===== src/rtl/spi_txn_arbiter_if.sv =====
// Bundle between the SPI transaction arbiter, its requesters and the byte-level
// SPI master. The slave modport is the arbiter's view; master is the view of the
// environment that drives requests and models the SPI master.
interface spi_txn_arbiter_if #(
  parameter int NUM_REQ    = 2,
  parameter int DATA_WIDTH = 8
);
  logic [NUM_REQ-1:0]            req;
  logic [NUM_REQ*DATA_WIDTH-1:0] req_cmd;
  logic [NUM_REQ*DATA_WIDTH-1:0] req_data;
  logic [NUM_REQ-1:0]            gnt;
  logic [NUM_REQ-1:0]            done;
  logic                          err;
  logic [DATA_WIDTH-1:0]         rd_data;
  logic                          m_load;
  logic [DATA_WIDTH-1:0]         m_data;
  logic                          m_busy;
  logic                          m_done;
  logic [DATA_WIDTH-1:0]         m_rx;
  logic                          m_ssb;

  modport slave (
    input  req, req_cmd, req_data, m_busy, m_done, m_rx,
    output gnt, done, err, rd_data, m_load, m_data, m_ssb
  );

  modport master (
    output req, req_cmd, req_data, m_busy, m_done, m_rx,
    input  gnt, done, err, rd_data, m_load, m_data, m_ssb
  );
endinterface


===== src/rtl/spi_txn_arbiter.sv =====
// Round-robin arbiter sharing one byte-level SPI master between NUM_REQ requesters.
// Each granted transaction sends a command byte then a data byte inside one SSB-low
// frame and returns the MISO byte captured during the data byte.
//
// state       | meaning
// ------------+-----------------------------------------------------------
// S_IDLE      | no frame; pick next requester round-robin from r_ptr
// S_CMD_LOAD  | SSB low, waiting for master idle to load the command byte
// S_CMD_WAIT  | command byte shifting; MISO discarded; timeout armed
// S_DATA_LOAD | waiting for master idle to load the data byte
// S_DATA_WAIT | data byte shifting; MISO captured on m_done; timeout armed
// S_FINISH    | SSB high, done (and err on timeout) pulse to the grantee
// S_GAP       | SSB held high GAP_CYCLES cycles; requests ignored
module spi_txn_arbiter #(
  parameter int NUM_REQ    = 2,
  parameter int DATA_WIDTH = 8,
  parameter int GAP_CYCLES = 2,
  parameter int TIMEOUT    = 64
) (
  input  logic             clk,
  input  logic             reset,
  spi_txn_arbiter_if.slave bus
);

  localparam int PTR_W = (NUM_REQ > 1) ? $clog2(NUM_REQ) : 1;
  localparam int TO_W  = (TIMEOUT > 1) ? $clog2(TIMEOUT) : 1;
  localparam int GAP_W = (GAP_CYCLES > 0) ? $clog2(GAP_CYCLES + 1) : 1;

  localparam logic [PTR_W-1:0] PTR_LAST = PTR_W'(NUM_REQ - 1);
  localparam logic [TO_W-1:0]  TO_LAST  = TO_W'(TIMEOUT - 1);
  localparam logic [GAP_W-1:0] GAP_LAST = GAP_W'(GAP_CYCLES - 1);

  typedef enum logic [2:0] {
    S_IDLE,
    S_CMD_LOAD,
    S_CMD_WAIT,
    S_DATA_LOAD,
    S_DATA_WAIT,
    S_FINISH,
    S_GAP
  } state_t;

  state_t                r_state;
  logic [PTR_W-1:0]      r_ptr;
  logic [NUM_REQ-1:0]    r_gnt;
  logic [NUM_REQ-1:0]    r_done;
  logic                  r_err;
  logic [DATA_WIDTH-1:0] r_rd_data;
  logic [DATA_WIDTH-1:0] r_m_data;
  logic                  r_m_ssb;
  logic [DATA_WIDTH-1:0] r_data;
  logic [TO_W-1:0]       r_to_cnt;
  logic [GAP_W-1:0]      r_gap_cnt;

  logic                  w_any;
  logic [PTR_W-1:0]      w_winner;
  logic [PTR_W-1:0]      w_ptr_next;
  logic [NUM_REQ-1:0]    w_onehot;
  logic [DATA_WIDTH-1:0] w_cmd_sel;
  logic [DATA_WIDTH-1:0] w_data_sel;
  logic                  w_m_load;

  // Round-robin search from r_ptr, then select the winner's one-hot grant and byte slices
  always_comb begin
    logic [PTR_W:0]   sum;
    logic [PTR_W-1:0] idx;
    w_any      = 1'b0;
    w_winner   = '0;
    w_onehot   = '0;
    w_cmd_sel  = '0;
    w_data_sel = '0;
    sum        = '0;
    idx        = '0;
    for (int k = 0; k < NUM_REQ; k++) begin
      sum = {1'b0, r_ptr} + (PTR_W + 1)'(k);
      if (sum >= (PTR_W + 1)'(NUM_REQ)) begin
        sum = sum - (PTR_W + 1)'(NUM_REQ);
      end
      idx = sum[PTR_W-1:0];
      if (!w_any && bus.req[idx]) begin
        w_any    = 1'b1;
        w_winner = idx;
      end
    end
    for (int k = 0; k < NUM_REQ; k++) begin
      if (w_winner == PTR_W'(k)) begin
        w_onehot[k] = 1'b1;
        w_cmd_sel   = bus.req_cmd[k*DATA_WIDTH +: DATA_WIDTH];
        w_data_sel  = bus.req_data[k*DATA_WIDTH +: DATA_WIDTH];
      end
    end
  end

  assign w_ptr_next = (w_winner == PTR_LAST) ? '0 : w_winner + 1'b1;

  // The load strobe reacts to m_busy in the same cycle so a byte goes out the cycle busy falls
  assign w_m_load = ((r_state == S_CMD_LOAD) || (r_state == S_DATA_LOAD)) && !bus.m_busy;

  // Transaction sequencer: grant, byte loading, per-byte timeout, completion and gap
  always_ff @(posedge clk) begin
    if (reset) begin
      r_state   <= S_IDLE;
      r_ptr     <= '0;
      r_gnt     <= '0;
      r_done    <= '0;
      r_err     <= 1'b0;
      r_rd_data <= '0;
      r_m_data  <= '0;
      r_m_ssb   <= 1'b1;
      r_data    <= '0;
      r_to_cnt  <= '0;
      r_gap_cnt <= '0;
    end else begin
      case (r_state)
        S_IDLE: begin
          if (w_any) begin
            r_gnt    <= w_onehot;
            r_m_data <= w_cmd_sel;
            r_data   <= w_data_sel;
            r_m_ssb  <= 1'b0;
            r_ptr    <= w_ptr_next;
            r_state  <= S_CMD_LOAD;
          end
        end
        S_CMD_LOAD: begin
          if (w_m_load) begin
            r_to_cnt <= '0;
            r_state  <= S_CMD_WAIT;
          end
        end
        S_CMD_WAIT: begin
          // m_done beats the timeout when both land in the same cycle
          if (bus.m_done) begin
            r_m_data <= r_data;
            r_state  <= S_DATA_LOAD;
          end else if (r_to_cnt == TO_LAST) begin
            r_rd_data <= '0;
            r_done    <= r_gnt;
            r_err     <= 1'b1;
            r_m_ssb   <= 1'b1;
            r_state   <= S_FINISH;
          end else begin
            r_to_cnt <= r_to_cnt + 1'b1;
          end
        end
        S_DATA_LOAD: begin
          if (w_m_load) begin
            r_to_cnt <= '0;
            r_state  <= S_DATA_WAIT;
          end
        end
        S_DATA_WAIT: begin
          if (bus.m_done) begin
            r_rd_data <= bus.m_rx;
            r_done    <= r_gnt;
            r_err     <= 1'b0;
            r_m_ssb   <= 1'b1;
            r_state   <= S_FINISH;
          end else if (r_to_cnt == TO_LAST) begin
            r_rd_data <= '0;
            r_done    <= r_gnt;
            r_err     <= 1'b1;
            r_m_ssb   <= 1'b1;
            r_state   <= S_FINISH;
          end else begin
            r_to_cnt <= r_to_cnt + 1'b1;
          end
        end
        S_FINISH: begin
          r_done    <= '0;
          r_err     <= 1'b0;
          r_gnt     <= '0;
          r_gap_cnt <= GAP_LAST;
          r_state   <= S_GAP;
        end
        S_GAP: begin
          if (r_gap_cnt == '0) begin
            r_state <= S_IDLE;
          end else begin
            r_gap_cnt <= r_gap_cnt - 1'b1;
          end
        end
        default: begin
          r_state <= S_IDLE;
        end
      endcase
    end
  end

  assign bus.gnt     = r_gnt;
  assign bus.done    = r_done;
  assign bus.err     = r_err;
  assign bus.rd_data = r_rd_data;
  assign bus.m_load  = w_m_load;
  assign bus.m_data  = r_m_data;
  assign bus.m_ssb   = r_m_ssb;

endmodule


===== src/flat_wrapper.sv =====
// flat-port wrapper written by rule: the top's interface ports become plain ports
module spi_txn_arbiter_flat 
#(
  parameter int NUM_REQ    = 2,
  parameter int DATA_WIDTH = 8,
  parameter int GAP_CYCLES = 2,
  parameter int TIMEOUT    = 64
)
  (clk, reset, bus_req, bus_req_cmd, bus_req_data, bus_m_busy, bus_m_done, bus_m_rx, bus_gnt, bus_done, bus_err, bus_rd_data, bus_m_load, bus_m_data, bus_m_ssb);
  spi_txn_arbiter_if #(.NUM_REQ(NUM_REQ), .DATA_WIDTH(DATA_WIDTH)) bus_i ();
  input  logic clk;
  input  logic reset;
  input wire logic [$bits(bus_i.req)-1:0] bus_req;
  input wire logic [$bits(bus_i.req_cmd)-1:0] bus_req_cmd;
  input wire logic [$bits(bus_i.req_data)-1:0] bus_req_data;
  input wire logic [$bits(bus_i.m_busy)-1:0] bus_m_busy;
  input wire logic [$bits(bus_i.m_done)-1:0] bus_m_done;
  input wire logic [$bits(bus_i.m_rx)-1:0] bus_m_rx;
  output wire logic [$bits(bus_i.gnt)-1:0] bus_gnt;
  output wire logic [$bits(bus_i.done)-1:0] bus_done;
  output wire logic [$bits(bus_i.err)-1:0] bus_err;
  output wire logic [$bits(bus_i.rd_data)-1:0] bus_rd_data;
  output wire logic [$bits(bus_i.m_load)-1:0] bus_m_load;
  output wire logic [$bits(bus_i.m_data)-1:0] bus_m_data;
  output wire logic [$bits(bus_i.m_ssb)-1:0] bus_m_ssb;
  assign bus_i.req = bus_req;
  assign bus_i.req_cmd = bus_req_cmd;
  assign bus_i.req_data = bus_req_data;
  assign bus_i.m_busy = bus_m_busy;
  assign bus_i.m_done = bus_m_done;
  assign bus_i.m_rx = bus_m_rx;
  assign bus_gnt = bus_i.gnt;
  assign bus_done = bus_i.done;
  assign bus_err = bus_i.err;
  assign bus_rd_data = bus_i.rd_data;
  assign bus_m_load = bus_i.m_load;
  assign bus_m_data = bus_i.m_data;
  assign bus_m_ssb = bus_i.m_ssb;
  spi_txn_arbiter #(.NUM_REQ(NUM_REQ), .DATA_WIDTH(DATA_WIDTH), .GAP_CYCLES(GAP_CYCLES), .TIMEOUT(TIMEOUT)) u_core (.clk(clk), .reset(reset), .bus(bus_i));
endmodule

===== config.mk =====
export PLATFORM = sky130hd
export DESIGN_NAME = spi_txn_arbiter_flat
export DESIGN_NICKNAME = d
export VERILOG_FILES = /design/src/rtl/spi_txn_arbiter_if.sv /design/src/rtl/spi_txn_arbiter.sv /design/src/flat_wrapper.sv
export SDC_FILE = /design/constraint.sdc
export NUM_CORES = 1
export LEC_CHECK = 0
export CAP_MARGIN = 20
export CORE_MARGIN = 5
export CORE_UTILIZATION = 41
export DETAILED_ROUTE_END_ITERATION = 16
export PLACE_DENSITY_LB_ADDON = 0.15
export RECOVER_POWER = 50
export SLEW_MARGIN = 25
export SYNTH_ARGS = -nofsm -noshare
export SYNTH_HDL_FRONTEND = slang
export SYNTH_SLANG_ARGS = --single-unit

===== constraint.sdc =====
create_clock -name clk -period 1.6 [get_ports clk]
set_input_delay 0.16 -clock clk [delete_from_list [all_inputs] [get_ports clk]]
set_output_delay 0.16 -clock clk [all_outputs]
set_load 0.05 [all_outputs]

# Word-level counts from Yosys, hierarchy flattened
# Index checks and enable logic that the tools add are counted.
dict set report classes {
  n_addsub 6
  order_cmp 4
  n_eq_ne 17
  mux 51
  reduce_logical 25
}
# operator n
set ops {}
lappend ops {{$mux 8} 7}
lappend ops {{$pmux 8 s2} 2}
lappend ops {{$mux 3} 7}
lappend ops {{$pmux 3 s7} 1}
lappend ops {{$mux 1} 20}
lappend ops {{$mux 6} 3}
lappend ops {{$ne 2x2->1 const B} 7}
lappend ops {{$pmux 6 s2} 1}
lappend ops {{$mux 2} 5}
lappend ops {{$reduce_and 2->1} 5}
lappend ops {{$reduce_bool 2->1} 5}
lappend ops {{$eq 3x3->1 const B} 3}
lappend ops {{$pmux 2 s2} 2}
lappend ops {{$reduce_and 4->1} 2}
lappend ops {{$add 6x1->6 const B} 1}
lappend ops {{$eq 3x2->1 const B} 2}
lappend ops {{$eq 6x6->1 const B} 1}
lappend ops {{$ne 2x1->1 const B} 3}
lappend ops {{$pmux 1 s3} 2}
lappend ops {{$pmux 2 s3} 1}
lappend ops {{$reduce_and 3->1} 2}
lappend ops {{$reduce_bool 3->1} 2}
lappend ops {{$lt 1x2->1 const B} 2}
lappend ops {{$reduce_or 2->1} 2}
lappend ops {{other kinds (12)} 15}
dict set report word_totals {
  ff_bits 42
  inputBits 46
  word_cells 114
}

# Logic depth before layout (Yosys ltp)
dict set report logic_depth {
  ltp_word 11
  mapped_depth 7
}

# Worst setup path after synthesis
# Ideal clock, no wire load.
dict set report synth_timing {
  kind {register -> register}
  start {reg u_core.r_state[2]}
  end {reg u_core.r_to_cnt[1]}
  arrival_ns 2.114
  slack_ns -0.586
  path_stages_with_launch 5
  n_path_buf 1
  cell_sequence {dfxtp_1 -> buf_2 -> nor3b_1 -> nand2b_1 -> mux2i_1}
}
dict set report synth_between {
  elab_chain_len 5
  word_cells_on_any_way 14
}
# element line_no
set synth_rtl {}
lappend synth_rtl {{from (decl)} spi_txn_arbiter.sv:43} ;# state_t r_state;
lappend synth_rtl {{from (signal assigned)} spi_txn_arbiter.sv:102} ;# r_state <= S_IDLE;
lappend synth_rtl {{from (signal assigned)} spi_txn_arbiter.sv:122} ;# r_state <= S_CMD_LOAD;
lappend synth_rtl {{from (signal assigned)} spi_txn_arbiter.sv:128} ;# r_state <= S_CMD_WAIT;
lappend synth_rtl {{$eq 3x1->1 / $eq 3x2->1 (equally long branches)} spi_txn_arbiter.sv:97} ;# assign w_m_load = ((r_state == S_CMD_LOAD) || (r_state == S_DATA_LOAD)) && !bus.m_busy;
lappend synth_rtl {{$logic_or 1x1->1 *} spi_txn_arbiter.sv:97}
lappend synth_rtl {{$logic_and 1x1->1 *} spi_txn_arbiter.sv:97}
lappend synth_rtl {{named net bus_m_load} flat_wrapper.sv:23} ;# output wire logic [$bits(bus_i.m_load)-1:0] bus_m_load;
lappend synth_rtl {{$ne 2x1->1 (no source line) *} -}
lappend synth_rtl {{$reduce_and 4->1 (no source line) *} -}
lappend synth_rtl {{to (signal assigned)} spi_txn_arbiter.sv:143} ;# r_to_cnt <= r_to_cnt + 1'b1;
lappend synth_rtl {{to (signal assigned)} spi_txn_arbiter.sv:166} ;# r_to_cnt <= r_to_cnt + 1'b1;
lappend synth_rtl {{to (decl)} spi_txn_arbiter.sv:52} ;# logic [TO_W-1:0] r_to_cnt;
# Mark *: on every way through the listed nets, which the timed path passes. The rest lies on a longest branch.
# A chain may end at the register's enable or synchronous reset.

# Final worst setup path
dict set report layout_timing {
  start {reg u_core.r_state[0]}
  end {out bus_m_load}
}
dict set report layout_between {
  elab_chain_len 3
  word_cells_on_any_way 4
}
# element line_no
set layout_rtl {}
lappend layout_rtl {{$eq 3x1->1 / $eq 3x2->1 (equally long branches)} spi_txn_arbiter.sv:97}
lappend layout_rtl {{$logic_or 1x1->1 *} spi_txn_arbiter.sv:97}
lappend layout_rtl {{$logic_and 1x1->1 *} spi_txn_arbiter.sv:97}
lappend layout_rtl {{to (decl)} flat_wrapper.sv:23}
# Mark *: on every way between the ends. The rest lies on a longest branch, timed or not.

==> run_results.csv <==
group,metric,value,unit
synth,yosys_warnings,0,
placed_design,dpl.hpwl,4230,um
worst_setup_path,worstSetupEndpointType,"output pin",
detailed_routing,drtAntennaViolNets,0,
sta,setup_violations,0,
power,p_leak,1.16,nW
synth,synth_common_cells,"dfxtp_1 (42), o21ai_0 (25), nor2_1 (20)",
cts,numCtsBuffers,5,
detailed_routing,vias_per_cell,5.22,
worst_setup_path,crit_required,1440,ps
sta,maxSlewViolCount,0,
die,start_util,0.417,
synth,synth_top_area_cell,"dfxtp_1",
sta,min_period_over_period,0.955,
sta,final.setup.tns,0,ps
cts,root_buffer,"clkbuf_8",
sta,hold_violations,0,
die,core-area,5070,um^2
global_routing,grt_pass1_vias,2019,
synth,synth-seq-area-share,0.397,
status,status,"completed",
worst_setup_path,cp_max_fo,12,
power,peakVddDrop,0.000540,V
synth,synth_most_common_cell,"dfxtp_1",
global_routing,grt_usage,0.174,
die,rows,26,
finish,layout-drive-gt1-share,0.167,
placed_design,portBuffers,68,
sta,clock-skew-final,4.31,ps
synth,synthTopCellsByArea,"dfxtp_1 (40%), o21ai_0 (5.9%), a32o_1 (4.7%)",
power,p_sw_frac,0.309,
detailed_routing,initialDrtViolationCount,132,
synth,synth_top_area_frac,0.397,
synth,syn_nets,300,
detailed_routing,routed_wl,5650,um
synth,async_flop_share,0,
detailed_routing,wl_per_cell,13.8,um
cts,path_clk_slew,80,ps
finish,post-route-util,0.601,
power,switchingPower,0.876,mW
detailed_routing,dr.pass1.iters,4,
synth,synth_seq_cells,42,
die,dieArea,6700,um^2
synth,avgSynthCellArea,8.40,um^2
power,power_frac_seq,0.418,
power,clkPwrFrac,0.292,
worst_setup_path,start_kind,"register",
sta,worst_slew_pin_slew,615,ps
detailed_routing,vias,2147,
synth,synth_ff_type,"dfxtp_1",
cts,htreeDepth,2,
finish,fin_nets,388,
min_path,holdCritPathClass,"in -> reg",
sta,max-slew-margin-rel,0.592,
power,combPwrFrac,0.290,
global_routing,overflow,0,
sta,grt_setup_unrepaired,"yes",
flow_run,max_cap_viol_count,0,
finish,area_growth,44.1,%
synth,syn_inst,252,
cts,holdBufCountCts,0,
worst_setup_path,critPathKind,"reg -> out",
power,internal_power,1.96,mW
sta,min_period,1530,ps
power,powerDensity,928,nW/um^2
global_routing,grt_first_pass_wirelength,9160,um
die,die_h,81.9,um
placed_design,dpl_cell_area,2990,um^2
die,fp.dieW,81.9,um
placed_design,place.gp.congestion,0.833,
worst_setup_path,crit_arrival,1370,ps
global_routing,grt_start_max_net_pins,21,
synth,synth_edf_count,0,
synth,synth.cell_area,2120,um^2
worst_setup_path,ff2ff_setup_slack,100,ps
die,io_pins,69,
finish,finish.instance_area,3050,um^2
global_routing,antenna_found_initial,0,
synth,yosysUniqueCellTypes,43,
detailed_routing,drc,0,
cts,clockBufferDepth,2,
sta,clock.fmax,655,MHz
cts,cts_tree,"done",
cts,clk_latency,290,ps
finish,antenna_cells,0,
cts,cts.sinks,42,
==> cells by family after synthesis <==
logic type               after synthesis  synth area share
buffers and inverters                 31            0.0745
multiplexers                           9            0.0426
adder cells (fa/ha/maj)                2            0.0118
XOR/XNOR                               1           0.00414
AND/OR/NAND/NOR                       79             0.191
flip-flops                            42             0.397
AO/OA/AOI/OAI                         88             0.279
==> flip-flops by register name, indices dropped and copies added, names as in the netlist, 2 cells and up <==
signal,count
u_core.bus.gnt,2
u_core.r_gap_cnt,2
u_core.bus.m_data,8
u_core.r_data,8
u_core.bus.rd_data,8
u_core.r_to_cnt,6
u_core.r_state,3
u_core.bus.done,2
==> routing by layer <==
metal | wire (um) | part of all wire | vias up | GRT usage
met5 | 0 | 0 | - | 0
met1 | 2740 | 0.49 | 986 | 0.229
met3 | 460 | 0.081 | 7 | 0.0614
met2 | 2380 | 0.42 | 64 | 0.265
met4 | 68 | 0.012 | 0 | 0.0532
li1 | - | - | 1090 | -
==> placed cells by master (no fill, tap or decap), types with 10 or more instances in the layout <==
cell type	count
nor2_1	19
dfxtp_1	38
o21ai_0	24
nand2_1	16
clkbuf_1	24
o211ai_1	10
inv_1	16
a32o_1	10
buf_4	24
a21oi_1	17
clkdlybuf4s50_1	44
==> power by group through the flow <==
stage / combinational [mW] / sequential [mW] / clock (mW)
global route: 0.886 / 1.20 / 0.917
finish: 0.821 / 1.19 / 0.826
global placement: 0.845 / 1.21 / 0
detailed placement: 0.847 / 1.21 / 0
CTS: 0.853 / 1.19 / 0.856
floorplan: 0.384 / 1.34 / 0
==> cell type report <==
| type | count | area, um^2 |
|---|---|---|
| Timing Repair Buffer | 96 | 797 |
| Fill cell | 498 | 2020 |
| Inverter | 16 | 60.1 |
| Tap cell | 70 | 87.6 |
| Multi-Input combinational cell | 179 | 1150 |
| Clock buffer | 6 | 72.6 |
| Sequential cell | 42 | 846 |
| Clock inverter | 2 | 37.5 |
==> critical path, stage by stage, from the launching register on <==
cell and delay [ps]:
dfxtp_1 380, buf_4 210, nor3b_4 310, buf_12 180
==> final timing paths <==
check / start / depth (start not counted) / endpoint
min: bus_m_rx[6] / 3 / u_core.bus.rd_data[6]
max reg2reg: u_core.r_state[1] / 3 / u_core.bus.m_data[5]
max: u_core.r_state[0] / 3 / bus_m_load
min reg2reg: u_core.r_to_cnt[1] / 2 / u_core.r_to_cnt[1]
==> repair_timing <==
item | in CTS | in global routing
gates resized for setup | 1 | 10
buffers inserted | 0 | 2
pin swaps | 0 | 3
endpoints found under the setup margin | 8 | 23
==> per-stage QoR <==
step / setup slack (ps) / instances / hold WS, ps / power [mW]
2_1_floorplan: 39.3 / 252 / 296 / 1.72
3_3_place_gp: -229 / 401 / 451 / 2.05
3_5_place_dp: -244 / 401 / 465 / 2.06
4_1_cts: 15.2 / 409 / 400 / 2.90
5_1_grt: -12.0 / 411 / 403 / 3.00
6_report: 72.3 / 411 / 412 / 2.83
No activity file was read; power rests on OpenSTA's default activity.
